`src/rtl/fp16_pkg.sv`:
```
// Shared types and constants for the FP16 adder normalize/round stage.
// Optional feature macro: FP16_ADD_RNE_EN (round-to-nearest-even; truncation when undefined).
package fp16_pkg;

  localparam int unsigned EXP_W  = 5;
  localparam int unsigned MANT_W = 10;
  localparam int unsigned FRAC_W = 13;
  localparam int unsigned BIAS   = 15;

  localparam logic [EXP_W-1:0] EXP_MAX = 5'h1F;
  localparam logic [15:0]      POS_INF = 16'h7C00;

  typedef struct packed {
    logic              sign;
    logic [EXP_W-1:0]  exp;
    logic [MANT_W-1:0] mant;
  } fp16_t;

  typedef enum logic [1:0] {
    NC_NORMAL,
    NC_ZERO,
    NC_UNF,
    NC_INF
  } norm_class_t;

endpackage

```
`src/rtl/fp16_add_normalize_lzc13.sv`:
```
// Combinational 13-bit leading-zero counter; count is 13 when the input is zero.
module lzc13 (
  input  logic [12:0] value,
  output logic [3:0]  count
);

  logic found;

  // Scan from the MSB down, latching the position of the first set bit.
  always_comb begin
    count = 4'd13;
    found = 1'b0;
    for (int i = 12; i >= 0; i--) begin
      if (!found && value[i]) begin
        count = 4'(12 - i);
        found = 1'b1;
      end
    end
  end

endmodule

```
`src/rtl/fp16_add_normalize.sv`:
```
// FP16 adder stage 3: normalize (stage A) then round and pack (stage B).
// Optional feature macro: FP16_ADD_RNE_EN selects round-to-nearest-even;
// when undefined the mantissa is truncated.
module fp16_add_normalize (
  input  logic        clk,
  input  logic        nRST,
  input  logic        in_valid,
  output logic        in_ready,
  input  logic        sign_in,
  input  logic [12:0] sum_in,
  input  logic        carry_in,
  input  logic [4:0]  exp_in,
  output logic        out_valid,
  input  logic        out_ready,
  output logic [15:0] result,
  output logic        ovf_flag,
  output logic        unf_flag
);
  import fp16_pkg::*;

  logic [3:0]            lzc;
  logic signed [6:0]     exp_sh;
  logic                  n_sign;
  logic [FRAC_W-1:0]     n_v;
  logic signed [6:0]     n_exp;
  norm_class_t           n_cls;

  logic                  a_valid;
  logic                  a_sign;
  logic [FRAC_W-1:0]     a_v;
  logic signed [6:0]     a_exp;
  norm_class_t           a_cls;

  logic                  b_valid;
  logic                  b_load;
  fp16_t                 res_n;
  fp16_t                 res_q;
  logic                  ovf_n;
  logic                  unf_n;
  logic                  ovf_q;
  logic                  unf_q;
  logic [MANT_W-1:0]     mant_r;
  logic signed [6:0]     exp_r;

  lzc13 u_lzc (
    .value (sum_in),
    .count (lzc)
  );

  assign b_load    = !b_valid || out_ready;
  assign in_ready  = !a_valid || b_load;
  assign out_valid = b_valid;
  assign result    = res_q;
  assign ovf_flag  = ovf_q;
  assign unf_flag  = unf_q;

  // Normalize the raw sum and classify it.
  always_comb begin
    n_sign = sign_in;
    n_v    = '0;
    n_exp  = '0;
    n_cls  = NC_NORMAL;
    exp_sh = 7'({2'b00, exp_in}) - 7'({3'b000, lzc});
    if (exp_in == EXP_MAX) begin
      n_cls = NC_INF;
    end else if (carry_in) begin
      // Right shift by one; the dropped bit folds into sticky.
      n_v   = {1'b1, sum_in[12:2], sum_in[1] | sum_in[0]};
      n_exp = 7'({2'b00, exp_in}) + 7'sd1;
    end else if (sum_in == '0) begin
      n_sign = 1'b0;
      n_cls  = NC_ZERO;
    end else begin
      n_v   = sum_in << lzc;
      n_exp = exp_sh;
      if (exp_sh <= 7'sd0) n_cls = NC_UNF;
    end
  end

  // Stage A register: normalized value and class.
  always_ff @(posedge clk or negedge nRST) begin
    if (!nRST) begin
      a_valid <= 1'b0;
      a_sign  <= 1'b0;
      a_v     <= '0;
      a_exp   <= '0;
      a_cls   <= NC_ZERO;
    end else if (in_ready) begin
      a_valid <= in_valid;
      if (in_valid) begin
        a_sign <= n_sign;
        a_v    <= n_v;
        a_exp  <= n_exp;
        a_cls  <= n_cls;
      end
    end
  end

`ifdef FP16_ADD_RNE_EN
  logic [MANT_W:0] rnd;
  logic            unused_bits;
  assign unused_bits = a_v[12];
`else
  logic            unused_bits;
  assign unused_bits = ^{a_v[12], a_v[1:0]};
`endif

  // Round the stage A value and pack the binary16 result with its flags.
  always_comb begin
    res_n  = '0;
    ovf_n  = 1'b0;
    unf_n  = 1'b0;
    mant_r = a_v[11:2];
    exp_r  = a_exp;
`ifdef FP16_ADD_RNE_EN
    rnd = {1'b0, a_v[11:2]} + 11'(a_v[1] & (a_v[0] | a_v[2]));
    if (rnd[MANT_W]) begin
      mant_r = '0;
      exp_r  = a_exp + 7'sd1;
    end else begin
      mant_r = rnd[MANT_W-1:0];
    end
`endif
    case (a_cls)
      NC_ZERO: res_n.sign = a_sign;
      NC_UNF: begin
        res_n.sign = a_sign;
        unf_n      = 1'b1;
      end
      NC_INF: begin
        res_n      = fp16_t'(POS_INF);
        res_n.sign = a_sign;
        ovf_n      = 1'b1;
      end
      default: begin
        if (exp_r >= 7'sd31) begin
          res_n      = fp16_t'(POS_INF);
          res_n.sign = a_sign;
          ovf_n      = 1'b1;
        end else begin
          res_n.sign = a_sign;
          res_n.exp  = 5'(exp_r);
          res_n.mant = mant_r;
        end
      end
    endcase
  end

  // Stage B register: drives the outputs directly, holds while stalled.
  always_ff @(posedge clk or negedge nRST) begin
    if (!nRST) begin
      b_valid <= 1'b0;
      res_q   <= '0;
      ovf_q   <= 1'b0;
      unf_q   <= 1'b0;
    end else if (b_load) begin
      b_valid <= a_valid;
      if (a_valid) begin
        res_q <= res_n;
        ovf_q <= ovf_n;
        unf_q <= unf_n;
      end
    end
  end

endmodule

```
`config.mk`:
```
export PLATFORM = sky130hd
export DESIGN_NAME = fp16_add_normalize
export DESIGN_NICKNAME = d
export VERILOG_FILES = /design/src/rtl/fp16_pkg.sv /design/src/rtl/fp16_add_normalize_lzc13.sv /design/src/rtl/fp16_add_normalize.sv
export SDC_FILE = /design/constraint.sdc
export NUM_CORES = 1
export LEC_CHECK = 0
export CORE_UTILIZATION = 30
export DETAILED_ROUTE_END_ITERATION = 10
export PLACE_DENSITY = 0.59
export SETUP_SLACK_MARGIN = 0.2
export SYNTH_ARGS = -nofsm -noshare
export SYNTH_HDL_FRONTEND = slang
export SYNTH_SLANG_ARGS = --single-unit
```
`constraint.sdc`:
```
create_clock -name clk -period 3 [get_ports clk]
set_clock_uncertainty 0.15 [all_clocks]
set_input_delay 0.9 -clock clk [delete_from_list [all_inputs] [get_ports clk]]
set_output_delay 0.9 -clock clk [all_outputs]
set_load 0.01 [all_outputs]
```
==> results.sh, run 1 <==
export IMPL_final_cells=525
export IMPL_fillCellCount=765
export IMPL_initialDrtViolationCount=118
export IMPL_failed_checks="negative setup slack"
export IMPL_synthesis_nets=318
export IMPL_clk_path_buf_depth=2
export IMPL_synth_edf_count=0
export IMPL_drtPass1Iterations=4
export IMPL_vias=2712
export IMPL_hold_viol=0
export IMPL_area_growth_pct=62.7
export IMPL_start_kind="input pin"
export IMPL_num_rows=33
export IMPL_ys_flop_type="dfrtp_1"
export IMPL_grt_pass1_wl_mm=13.1
export IMPL_sw_frac_of_total_pct=31.2
export IMPL_synth_area_sq_mm=0.00253
export IMPL_num_antenna_cells=0
export IMPL_outcome="finished with violations"
export IMPL_r2r_start="a_valid"
export IMPL_worstPathRequired_ns=3.05
export IMPL_reg2reg_depth=7
export IMPL_max_freq_mhz=302
export IMPL_intPower_uw=1140
export IMPL_arrival_ns=3.35
export IMPL_place_congestion=0.893
export IMPL_power_frac_seq_pct=42.0
export IMPL_p_sw_uw=516
export IMPL_setup_violations=10
export IMPL_synthTopCellsByCount="dfrtp_1, nand2_1, nor2_1"
export IMPL_critPathMaxFanout=6
export IMPL_power_uw=1650
export IMPL_synthCells=287
export IMPL_placed_cells=494
export IMPL_die_w_microns=93.9
export IMPL_endpoint_kind="register"
export IMPL_grt_overflow=0
export IMPL_root_buffer="clkbuf_8"
export IMPL_min_path_type="reg -> reg"
export IMPL_drcViolationCount=0
export IMPL_period_share_pct=110
export IMPL_core_area_sq_mm=0.00818
export IMPL_maxSlewViolCount=0
export IMPL_crit_end="a_v[9]"
export IMPL_r2r_slack_ns=1.15
export IMPL_synth_warnings=0
export IMPL_synthMuxAreaShare_pct=3.66
export IMPL_cts_hold_buf=0
export IMPL_synth_most_common_cell="dfrtp_1"
export IMPL_yosysTopAreaCell="dfrtp_1"
export IMPL_avgSynthCellArea_sq_um=8.82
export IMPL_synth_compound_area_share_pct=27.5
export IMPL_cts_sinks=40
export IMPL_min_period_ns=3.31
export IMPL_pin_count=44
export IMPL_dieHeight_microns=93.9
export IMPL_start_util_pct=31.0
export IMPL_first_global_vias=2727
export IMPL_synthTopCellsByArea="dfrtp_1, a22o_1, a21oi_1"
export IMPL_grt_max_degree=41
export IMPL_leakage_uw=0.00182
export IMPL_routed_via_density=5.17
export IMPL_htreeDepth=2
export IMPL_tritoncts="yes"
export IMPL_clkPwrFrac_pct=20.2
export IMPL_yosys_area_share_simple_pct=20.0
export IMPL_portBuffers=43
export IMPL_numCtsBuffers=5
export IMPL_yosysSeqAreaShare_pct=39.6
export IMPL_grt_setup_unrepaired="true"
export IMPL_synth_top_area_share_pct=38.6
export IMPL_hpwl_mm=5.72
export IMPL_track_usage_pct=18.8
export IMPL_utilization_pct=50.4
export IMPL_clock_latency_ns=0.29
export IMPL_ys_seq_elements=40
export IMPL_critPathLaunch="sum_in[9]"
export IMPL_drive_gt1_share_pct=38.3
export IMPL_antenna_found_initial=0
export IMPL_worstMarginPinSlew_ns=0.831
export IMPL_yosysUniqueCellTypes=53
export IMPL_die_area_sq_mm=0.00881
export IMPL_avgRoutedWirePerCell_microns=14.5
export IMPL_drt_wl_total_mm=7.63
export IMPL_async_flop_share_pct=100
export IMPL_clk_pin_slew_ns=0.07
export IMPL_relSlewSlack_pct=44.6
export IMPL_fin_nets=450
export IMPL_synth_fa_ha_area_share_pct=3.76
export IMPL_worst_slack_ns=-0.307
export IMPL_powerDensity_mw_per_mm2=402
export IMPL_r2r_end="a_v[11]"
export IMPL_drtAntennaViolNets=0
export IMPL_vdd_drop_max_mv=0.151
export IMPL_critPathKind="in -> reg"
export IMPL_p_comb_share_pct=37.8
export IMPL_synthXorXnorAreaFrac_pct=1.73
export IMPL_max_cap_violations=0
export IMPL_synth_top_family_by_area="compound AO/OA/AOI/OAI gates"
==> placed cells by master, fill, tap and decap left out, types with 5 or more instances in the layout <==
cell	count
nand3_1	10
nand2b_1	5
buf_4	82
and3_1	6
inv_1	7
clkbuf_8	5
nand2_1	25
clkdlybuf4s50_1	29
mux2i_1	7
nor2_1	23
buf_2	8
a21oi_1	18
buf_6	16
a22o_1	13
a211oi_1	6
dfrtp_1	39
o21ai_1	6
o211ai_1	5
a31oi_1	7
o21ai_0	13
==> layout make-up <==
| cell class | count | area (sq um) | area share (%) |
|---|---|---|---|
| Multi-Input combinational cell | 224 | 1710 | 41.5 |
| Clock buffer | 7 | 76.3 | 1.85 |
| Clock inverter | 1 | 5.00 | 0.122 |
| Sequential cell | 40 | 1000 | 24.3 |
| Tap cell | 105 | 131 | 3.19 |
| Timing Repair Buffer | 137 | 1150 | 27.9 |
| Inverter | 11 | 46.3 | 1.12 |
==> state kept, by name, indices dropped and copies added (netlist names) <==
register / count
a_valid: 1
unf_flag: 1
ovf_flag: 1
a_exp: 7
a_v: 10
a_cls: 2
a_sign: 1
out_valid: 1
result: 16
==> layer usage <==
metal / vias up / wire length, microns / global-route usage, %
li1: 1339 / - / -
met1: 1274 / 3490 / 25.3
met2: 79 / 3530 / 30.6
met3: 20 / 355 / 1.94
met4: 0 / 255 / 8.08
met5: - / 0 / 0
==> power by group through the flow <==
stage          clock [uW]  combinational [uW]  sequential, uW
5_1_grt               370                 686             710
2_1_floorplan           0                 253             718
4_1_cts               344                 615             697
6_report              334                 625             695
3_3_place_gp            0                 567             704
3_5_place_dp            0                 571             708
==> cell families (layout without fill, tap and decap cells) <==
logic type,after synthesis,after routing
flops,40,40
compound gates,102,102
xor+xnor,5,5
mux,9,9
buf+inv,23,156
fa+ha+maj,7,7
simple gates,101,101
==> worst max-delay path, cell delays in order <==
cell and delay, ns:
buf_6 0.09, or4_4 0.54, buf_4 0.16, buf_6 0.12
a21oi_4 0.14, buf_6 0.11, buf_4 0.09, buf_4 0.09
buf_4 0.09, buf_4 0.09, buf_4 0.10, buf_4 0.11
buf_6 0.11, nand2_1 0.05, mux2i_1 0.16, o41a_1 0.17
o31ai_2 0.07, a21oi_1 0.16
==> stage by stage <==
stage               TNS (ns)  worst slack (ns)  instance area, sq um  hold slack [ns]
finish                 -1.53            -0.307                  4120            0.330
global route           -2.63            -0.396                  4120            0.372
CTS                   -0.954            -0.277                  4050            0.333
detailed placement    -11.35            -0.982                  3620            0.314
global placement      -11.15            -0.932                  3620            0.314
floorplan              -1.29            -0.484                  2620            0.289
==> timing repair <==
item                       4_1_cts  5_1_grt
gates resized for setup        103       11
setup endpoints to repair       21       21
pin swaps                       38        9
buffers inserted                21        2
==> how the worst min path moves through the flow <==
stage,slack (ns),start,endpoint,cells past startpoint
after floorplan,0.29,a_sign,a_sign,2
after global placement,0.31,unf_flag,unf_flag,2
after detailed placement,0.31,a_sign,a_sign,2
after CTS,0.33,a_sign,a_sign,2
after global routing,0.37,a_v[3],result[1],1
final,0.33,ovf_flag,ovf_flag,2
Power figures use the tool's default switching activity.
==> run 2: changes to the inputs <==
--- a/config.mk
+++ b/config.mk
@@ -9,6 +9,7 @@
 export DETAILED_ROUTE_END_ITERATION = 10
 export PLACE_DENSITY = 0.59
 export SETUP_SLACK_MARGIN = 0.2
+export SKIP_CTS_REPAIR_TIMING = 1
 export SYNTH_ARGS = -nofsm -noshare
 export SYNTH_HDL_FRONTEND = slang
 export SYNTH_SLANG_ARGS = --single-unit
==> run 2 against run 1 <==
Effect of this change:
- maximum frequency increased by 0.85%
- wire length decreased by 2.8%
- the flow still finishes with violations (negative setup slack)
- register-to-register slack about the same
- utilization decreased by 0.86 points
- setup slack improved by 0.028 ns
- highest routed layer unchanged
- critical path depth decreased by 4
- global-route usage decreased by 1.1 points
- sequential share of layout area increased by 0.42 points
- worst hold slack got worse by 0.0026 ns
- largest cell class unchanged
- first-iteration DRC count increased by 5.9%
==> results.sh, run 2 (synthesis results as in run 1) <==
export IMPL_clkPwrFrac_pct=20.0
export IMPL_multiInputGateArea_sq_mm=0.00172
export IMPL_arrival_ns=3.35
export IMPL_fin_area_sq_mm=0.00405
export IMPL_area_growth_pct=59.9
export IMPL_routed_via_density=5.12
export IMPL_min_period_ns=3.28
export IMPL_portBuffers=43
export IMPL_utilization_pct=49.5
export IMPL_dieHeight_microns=93.9
export IMPL_power_frac_seq_pct=41.9
export IMPL_maxSlewViolCount=0
export IMPL_grt_setup_unrepaired="true"
export IMPL_powerDensity_mw_per_mm2=410
export IMPL_ff_latch_area_sq_mm=0.00100
export IMPL_clk_pin_slew_ns=0.08
export IMPL_worstMarginPinSlew_ns=0.835
export IMPL_drive_gt1_share_pct=36.5
export IMPL_tritoncts="yes"
export IMPL_antenna_found_initial=0
export IMPL_num_antenna_cells=0
export IMPL_grt_overflow=0
export IMPL_fillCellCount=772
export IMPL_die_w_microns=93.9
export IMPL_worstPathRequired_ns=3.07
export IMPL_relSlewSlack_pct=44.4
export IMPL_max_cap_violations=0
export IMPL_die_area_sq_mm=0.00881
export IMPL_num_rows=33
export IMPL_endpoint_kind="register"
export IMPL_sw_frac_of_total_pct=31.1
export IMPL_final_cells=516
export IMPL_critPathMaxFanout=2
export IMPL_pin_count=44
export IMPL_start_kind="input pin"
export IMPL_drtPass1Iterations=4
export IMPL_vias=2644
export IMPL_placed_cells=494
export IMPL_intPower_uw=1140
export IMPL_p_comb_share_pct=38.2
export IMPL_grt_max_degree=41
export IMPL_worst_slack_ns=-0.278
export IMPL_cts_sinks=40
export IMPL_clock_latency_ns=0.28
export IMPL_drt_wl_total_mm=7.42
export IMPL_post_place_ws_ns=-0.982
export IMPL_htreeDepth=2
export IMPL_layout_commonest_cell="buf_4"
export IMPL_period_share_pct=109
export IMPL_setup_violations=4
export IMPL_vdd_drop_max_mv=0.151
export IMPL_first_global_vias=2504
export IMPL_core_area_sq_mm=0.00818
export IMPL_hpwl_mm=5.72
export IMPL_avgRoutedWirePerCell_microns=14.4
export IMPL_outcome="finished with violations"
export IMPL_numCtsBuffers=5
export IMPL_placed_area_sq_mm=0.00362
export IMPL_clk_path_buf_depth=2
export IMPL_min_path_type="reg -> reg"
export IMPL_fin_nets=441
export IMPL_start_util_pct=31.0
export IMPL_hold_viol=0
export IMPL_track_usage_pct=17.7
export IMPL_drcViolationCount=0
export IMPL_drtAntennaViolNets=0
export IMPL_largest_reg_flops=16
export IMPL_final_cell_mix="buf_4, dfrtp_1, clkdlybuf4s50_1"
export IMPL_initialDrtViolationCount=125
export IMPL_leakage_uw=0.00181
export IMPL_grt_pass1_wl_mm=12.3
export IMPL_critPathKind="in -> reg"
export IMPL_power_uw=1660
export IMPL_place_congestion=0.893
export IMPL_failed_checks="negative setup slack"
export IMPL_p_sw_uw=516
export IMPL_root_buffer="clkbuf_8"
export IMPL_max_freq_mhz=305
[run 2: power groups by stage]
stage / Clock [uW] / Sequential (uW) / Combinational (uW)
finish: 332 / 695 / 633
floorplan: 0 / 718 / 253
detailed placement: 0 / 708 / 571
global route: 370 / 710 / 695
global placement: 0 / 704 / 567
CTS: 344 / 697 / 572
[run 2: routing by layer]
metal | vias up | track usage (%) | share of wire [%]
met5 | - | 0 | 0
met4 | 0 | 5.26 | 1.4
met3 | 8 | 1.94 | 4.2
met2 | 73 | 28.4 | 48
met1 | 1241 | 24.9 | 47
li1 | 1322 | - | -
[run 2: cell type report]
type / count / share of cell area [%]
repair buffers: 128 / 26.3
flip-flops and latches: 40 / 24.8
multi-input cells: 224 / 42.6
well taps: 105 / 3.25
clock buffers: 7 / 1.89
inverters: 11 / 1.08
clock inverters: 1 / 0.124
[run 2: worst paths after layout]
check                           startpoint       end  slack [ns]  cells after the start
worst max-delay path            sum_in[11]  a_cls[1]       -0.28                     14
worst min-delay path                a_sign    a_sign        0.33                      2
worst max register to register     a_valid   a_v[11]        1.15                      7
worst min register to register      a_sign    a_sign        0.33                      2
max in group asynchronous             nRST    a_v[7]        1.61                      1
min in group asynchronous             nRST  a_exp[4]        0.55                      1
[run 2: critical path, cell delays in order]
cell	delay, ns
buf_6	0.09
or4_4	0.54
nor3_4	0.21
and2_4	0.18
a21oi_4	0.05
ha_2	0.17
inv_2	0.07
fa_2	0.20
a21o_1	0.13
a21oi_2	0.05
xor2_1	0.17
o41ai_2	0.34
a31oi_1	0.12
o21ai_1	0.12
[run 2: through the flow]
stage	hold slack, ns	TNS (ns)
finish	0.328	-0.460
global route	0.372	-0.916
CTS	0.333	-5.33
detailed placement	0.314	-11.35
global placement	0.314	-11.15
floorplan	0.289	-1.29
==> run 3: changes to the inputs <==
--- a/config.mk
+++ b/config.mk
@@ -5,6 +5,7 @@
 export SDC_FILE = /design/constraint.sdc
 export NUM_CORES = 1
 export LEC_CHECK = 0
+export CAP_MARGIN = 20
 export CORE_UTILIZATION = 30
 export DETAILED_ROUTE_END_ITERATION = 10
 export PLACE_DENSITY = 0.59
==> results of run 3 <==
No change in the layout: final DEF, timing and power equal those of run 2.
